## config.mk

```make
export PLATFORM = sky130hd
export DESIGN_NAME = seven_segment_scanner
export DESIGN_NICKNAME = d
export VERILOG_FILES = /design/src/rtl/seven_segment_scanner.sv
export SDC_FILE = /design/constraint.sdc
export NUM_CORES = 1
export LEC_CHECK = 0
export BUFFER_PORTS_ARGS = -buffer_cell sky130_fd_sc_hd__buf_2
export CORE_ASPECT_RATIO = 0.9
export CORE_MARGIN = 10
export CORE_UTILIZATION = 55
export CTS_CLUSTER_DIAMETER = 40
export DETAILED_ROUTE_END_ITERATION = 10
export HOLD_SLACK_MARGIN = 0.15
export PLACE_DENSITY = 0.78
export SYNTH_ARGS = -nofsm -noshare
export SYNTH_HDL_FRONTEND = slang
export SYNTH_SLANG_ARGS = --single-unit
```

## constraint.sdc

```tcl
create_clock -name clk -period 3.28 [get_ports clk]
set_input_delay 0.656 -clock clk [delete_from_list [all_inputs] [get_ports clk]]
set_output_delay 0.656 -clock clk [all_outputs]
set_load 0.01 [all_outputs]
```

## src/rtl/seven_segment_scanner.sv

```systemverilog
// seven_segment_scanner: time-multiplexes two 7-seg patterns onto one shared
// active-low segment bus with active-low anodes and blanking gaps.
// Frame: LATCH -> TENS -> GAP1 -> ONES -> GAP2 -> LATCH.
// Optional feature macro: LEADING_ZERO_BLANK_EN (blank the tens digit when it shows 0).
module seven_segment_scanner #(
  parameter int DWELL_CYCLES = 1000,
  parameter int BLANK_CYCLES = 16
) (
  input  logic       clk,
  input  logic       rst_n,
  input  logic       enable,
  input  logic [6:0] tens_digit,
  input  logic [6:0] ones_digit,
  output logic [6:0] seg_n,
  output logic [1:0] an_n,
  output logic       frame_done
);

  localparam int MAXD = (DWELL_CYCLES > BLANK_CYCLES) ? DWELL_CYCLES : BLANK_CYCLES;
  localparam int TW   = $clog2(MAXD + 1);
  localparam logic [TW-1:0] DWELL_LAST = TW'(DWELL_CYCLES - 1);
  // With no gap the GAP states are unreachable; keep the constant in range anyway.
  localparam logic [TW-1:0] BLANK_LAST = TW'((BLANK_CYCLES > 0) ? BLANK_CYCLES - 1 : 0);
  localparam bit HAS_GAP = (BLANK_CYCLES > 0);

  typedef enum logic [2:0] {S_LATCH, S_TENS, S_GAP1, S_ONES, S_GAP2} state_e;

  state_e          state_q, state_d;
  logic [TW-1:0]   timer_q, timer_d;
  logic [6:0]      tens_q, tens_d, ones_q, ones_d;
  logic [6:0]      seg_d;
  logic [1:0]      an_d;
  logic            fd_d;

  // Next state, timer and latched patterns; disable parks the scanner in LATCH.
  always_comb begin
    state_d = state_q;
    timer_d = timer_q + TW'(1);
    tens_d  = tens_q;
    ones_d  = ones_q;
    if (!enable) begin
      state_d = S_LATCH;
      timer_d = '0;
    end else begin
      case (state_q)
        S_LATCH: begin
          tens_d  = tens_digit;
          ones_d  = ones_digit;
          state_d = S_TENS;
          timer_d = '0;
        end
        S_TENS: if (timer_q == DWELL_LAST) begin
          state_d = HAS_GAP ? S_GAP1 : S_ONES;
          timer_d = '0;
        end
        S_GAP1: if (timer_q == BLANK_LAST) begin
          state_d = S_ONES;
          timer_d = '0;
        end
        S_ONES: if (timer_q == DWELL_LAST) begin
          state_d = HAS_GAP ? S_GAP2 : S_LATCH;
          timer_d = '0;
        end
        S_GAP2: if (timer_q == BLANK_LAST) begin
          state_d = S_LATCH;
          timer_d = '0;
        end
        default: begin
          state_d = S_LATCH;
          timer_d = '0;
        end
      endcase
    end
  end

  // Outputs are decoded from the next state so the registered value lines up
  // with the cycle that state is occupied.
  always_comb begin
    seg_d = 7'h7F;
    an_d  = 2'b11;
    fd_d  = 1'b0;
    case (state_d)
      S_TENS: begin
`ifdef LEADING_ZERO_BLANK_EN
        if (tens_d != 7'b0111111) begin
          an_d  = 2'b01;
          seg_d = ~tens_d;
        end
`else
        an_d  = 2'b01;
        seg_d = ~tens_d;
`endif
      end
      S_ONES: begin
        an_d  = 2'b10;
        seg_d = ~ones_d;
      end
      default: ;
    endcase
    if (HAS_GAP)
      fd_d = (state_d == S_GAP2) && (timer_d == BLANK_LAST);
    else
      fd_d = (state_d == S_ONES) && (timer_d == DWELL_LAST);
  end

  // State, timer, latched patterns and registered outputs; reset goes dark at once.
  always_ff @(posedge clk or negedge rst_n) begin
    if (!rst_n) begin
      state_q    <= S_LATCH;
      timer_q    <= '0;
      tens_q     <= '0;
      ones_q     <= '0;
      seg_n      <= 7'h7F;
      an_n       <= 2'b11;
      frame_done <= 1'b0;
    end else begin
      state_q    <= state_d;
      timer_q    <= timer_d;
      tens_q     <= tens_d;
      ones_q     <= ones_d;
      seg_n      <= seg_d;
      an_n       <= an_d;
      frame_done <= fd_d;
    end
  end

endmodule
```

# == After elaboration in Yosys (flattened, before gate mapping) ==
# Index checks and enable logic that the tools add are counted.
# word_totals
ff_bits,37
inputBits,17
output_inout_bits,10
wordCells,40
# classes
addsub,1
n_eq_ne,10
n_mux,16
n_bitwise,2
n_reduce_logical,4
# op_table
cell,count
$mux 10,3
$mux 7,4
$eq 10x4->1 const B,2
$pmux 10 s2,1
$mux 3,5
$pmux 3 s5,1
$not 7->7,2
$pmux 7 s2,1
$add 10x1->10 const B,1
$eq 10x10->1 const B,1
$eq 3x2->1 const B,3
$eq 3x1->1 const B,2
$eq 3x3->1 const B,2
$pmux 2 s2,1
$reduce_or 2->1,2
$logic_not 3->1,1
$logic_and 1x1->1,1

# == Logic depth before layout (Yosys ltp) ==
# depth
ltp_word,6
depth_mapped,7
ltp_nobuf,5

# == Least setup slack after synthesis ==
# No wires, ideal clock.
# synth_path
path_type,input-to-reg
start,input port enable
end,register seg_n[3]
setup_ns,0.075
arrival_ns,1.634
required_ns,3.205
path_slack_ns,1.571
stages,6
path_buffers,2
cell_sequence,nor2b_2 -> and2_4 -> buf_6 -> buf_12 -> mux2_4 -> o211ai_2
# synth_via
elab_chain_len,3
word_cells_on_any_way,8
cone_classes,eq/ne: 2; mux: 4; bitwise: 2
# synth_rtl
item,line_no,text
start: declaration,11,"input logic enable,"
$mux 7,41,if (!enable) begin
net tens_d[3],30,"logic [6:0] tens_q, tens_d, ones_q, ones_d;"
$not 7->7,91,seg_d = ~tens_d;
$pmux 7 s2,82,case (state_d)
net seg_d[3],31,logic [6:0] seg_d;
end signal: assignment,121,seg_n <= seg_d;
end: declaration,14,"output logic [6:0] seg_n,"
# The timed path passes the listed nets, and every way through them passes these cells.

# == Worst setup path after layout ==
# layout_path
start,register timer_q[0]
end,register seg_n[1]
# layout_via
elab_chain_len,6
word_cells_on_any_way,11
cone_classes,eq/ne: 4; mux: 7
# layout_rtl
item,line_no,text
start: declaration,29,"logic [TW-1:0] timer_q, timer_d;"
start signal: assignment,118,timer_q <= timer_d;
$eq 10x4->1 or $eq 10x10->1 (tied branches),-,
$mux 3 (on tied branches),-,
$pmux 3 s5 *,45,case (state_q)
$mux 3 *,41,
$eq 3x2->1 or $eq 3x1->1 (tied branches),82,
$pmux 7 s2 *,82,
net seg_d[1],31,
# Mark *: on every way through the listed nets, which the timed path passes. The rest lies on a longest branch.

==> impl_metrics.toml <==
[worst_setup_path]
crit_fanout = 9
worstPathRequired_ns = 3.53
startpoint_type = "flop"
path_class = "flop to flop"
end_kind = "flop"
cp_data_arrival_time_ns = 2.10

[timing]
rsz0062_at_grt = "no"
final.period_utilization_pct = 56.6
hold_slack_ns = 0.369
max_freq_ghz = 0.539
timing.slew.headroom_pct = 47.9
setup_viol = 0
skew_ns = 0.0142
final-max-slew-violation-count = 0
finalHoldViolations = 0
worstMarginPinSlew_ns = 0.781
fin_setup_tns_ns = 0
layout_min_cycle_time_ns = 1.86

[synthesis]
ys.flop_type = "dfrtp_1"
netlist_area_um2 = 1690
syn_area_per_cell_um2 = 13.1
synth_top_area_share_pct = 41.4
synth_edf_count = 0
synth_area_leaders = "dfrtp_1 41%, dfstp_2 14%, mux2_2 7.3%, o211ai_2 5.2%, xor2_1 3.1%"
synth_largest_area_cell = "dfrtp_1"
synth_seq_area_share_pct = 55.4
synth_nets = 147
synth_cell_types = 34
async_reset_ff_share_pct = 100
ys_seq_elements = 37
syn_inst = 129
synth-warning-count = 0

[routing]
routedWlPerCell_um = 14.1
route.vias.total = 1040
drtAntennaViolNets = 0
drtPass1Iterations = 4
drc = 0
wl_um = 2800
drt_iter0_drc = 36
vias_per_cell = 5.25

[place]
place_inst = 190
gp_congestion = 0.776
dp_hpwl_um = 2090
port_buffers = 26

[clock_tree]
cts_tree = "built"
cts.repair.resized = 0
post-cts-setup-buffer-count = 0
cts_buffers = 5
worstSkewPairLatency_ns = 0.35
worst_setup_hold_path_clk_slew_ns = 0.12
clock_path_buffers = 2
cts-root-buf = "clkbuf_4"
ctsHoldBuffers = 0
cts_max_level = 2
clock_sinks = 37

[final_layout]
nets = 173
syn_to_final_growth_pct = 11.9
drive_gt1_share_pct = 44.9
n_fill_cell = 241
fin_cells = 198
diodes = 0

[grt]
grt_pass1_vias = 1102
grt-ovfl-total = 0
grt_pass1_wl_um = 4970
grt_max_degree = 38
grt_antenna_before_repair = 0
track_usage_pct = 11.0

[hold_path]
hp-class = "input port to async pin"

[power]
powerDensity_nw_per_um2 = 487
leakage_nw = 0.811
vdd_drop_max_mv = 0.265
finalPower_w = 0.000922

[floorplan]
fp.coreArea_um2 = 3000
fp.dieW_um = 78.5
core.rowCount = 19
die_area_um2 = 5700
initial_core_util_pct = 56.5
die_y_um = 72.6
pin_count = 27

[run_status]
status = "completed"

[job]
maxCapViolations = 0
==> cells in the final DEF, fill, tap and decap left out, types with 4 or more instances in the layout <==
cell type,netlist,layout
dfrtp_1,28,28
buf_2,2,26
nor2_1,13,13
mux2_2,11,11
dfstp_2,9,9
nand2b_1,8,8
o211ai_2,7,7
xor2_1,6,6
nand3_1,5,5
clkbuf_4,0,5
xnor2_1,4,4
==> through the flow <==
stage,util (%),setup slack [ns],instance area [µm²]
global placement,60.4,1.43,1810
finish,63.2,1.42,1890
floorplan,-,1.57,1690
detailed placement,60.4,1.36,1810
global route,63.2,1.26,1890
CTS,63.2,1.41,1890
==> synth_stat cells (2+ instances only) <==
| library cell | n |
|---|---|
| a311oi_1 | 2 |
| o21ai_0 | 2 |
| buf_2 | 2 |
| mux2_4 | 3 |
| inv_1 | 3 |
| nand2b_1 | 8 |
| xor2_1 | 6 |
| nand2_1 | 2 |
| and3_1 | 3 |
| buf_6 | 2 |
| mux2_2 | 11 |
| dfstp_2 | 9 |
| dfrtp_1 | 28 |
| o211ai_2 | 7 |
| nor2_1 | 13 |
| xnor2_1 | 4 |
| and4_1 | 2 |
| nand3_1 | 5 |
| nand4_1 | 2 |
==> layout make-up <==
cell class	count	area [µm²]	share of cell area [%]
Clock buffer	5	37.5	1.98
Sequential cell	37	937	49.5
Timing Repair Buffer	26	130	6.87
Inverter	3	11.3	0.595
Clock inverter	3	46.3	2.45
Multi-Input combinational cell	82	678	35.8
Tap cell	42	52.6	2.78
==> logic make-up (layout without fill, tap and decap cells) <==
family	after synthesis	count (layout)	share of synthesized area, %
DFF	37	37	55.4
AOI/OAI and AO/OA	13	13	7.91
muxes	14	14	9.99
buffers and inverters	10	37	4.51
xor gates and xnor gates	10	10	5.18
and+or+nand+nor	44	44	16.3
adders and majority gates	1	1	0.740
==> registers in the layout (all words and copies together), names as in the netlist <==
register / count
ones_q: 7
seg_n: 7
state_q: 3
frame_done: 1
timer_q: 10
tens_q: 7
an_n: 2
==> final timing paths <==
| kind | start | to | slack [ns] | cells after the start |
|---|---|---|---|---|
| setup / recovery | timer_q[0] | seg_n[1] | 1.42 | 5 |
| hold / removal | rst_n | timer_q[7] | 0.37 | 1 |
| setup reg to reg | timer_q[0] | seg_n[1] | 1.42 | 5 |
| hold reg to reg | ones_q[4] | ones_q[4] | 0.51 | 1 |
| max in group asynchronous | rst_n | ones_q[0] | 2.43 | 1 |
| min in group clk | ones_q[4] | ones_q[4] | 0.51 | 1 |
==> power breakdown <==
group	switching, W	internal, W
clock network	0.000153	0.000161
registers	0.0000125	0.000498
logic	0.0000452	0.0000509
total	0.000211	0.000711
==> worst max-delay path: stages (launching register included) <==
cell and delay, ns:
dfrtp_1 0.42, ha_1 0.22, and3_1 0.28, and3_1 0.21, o311a_1 0.47, o211ai_2 0.15
==> routing by layer <==
metal	vias up	wire (µm)	global-route usage (%)
li1	504	-	-
met1	508	1230	12.4
met2	23	1370	18.0
met3	5	151	4.80
met4	0	44	4.37
met5	-	0	0
Power figures use the tool's default switching activity.
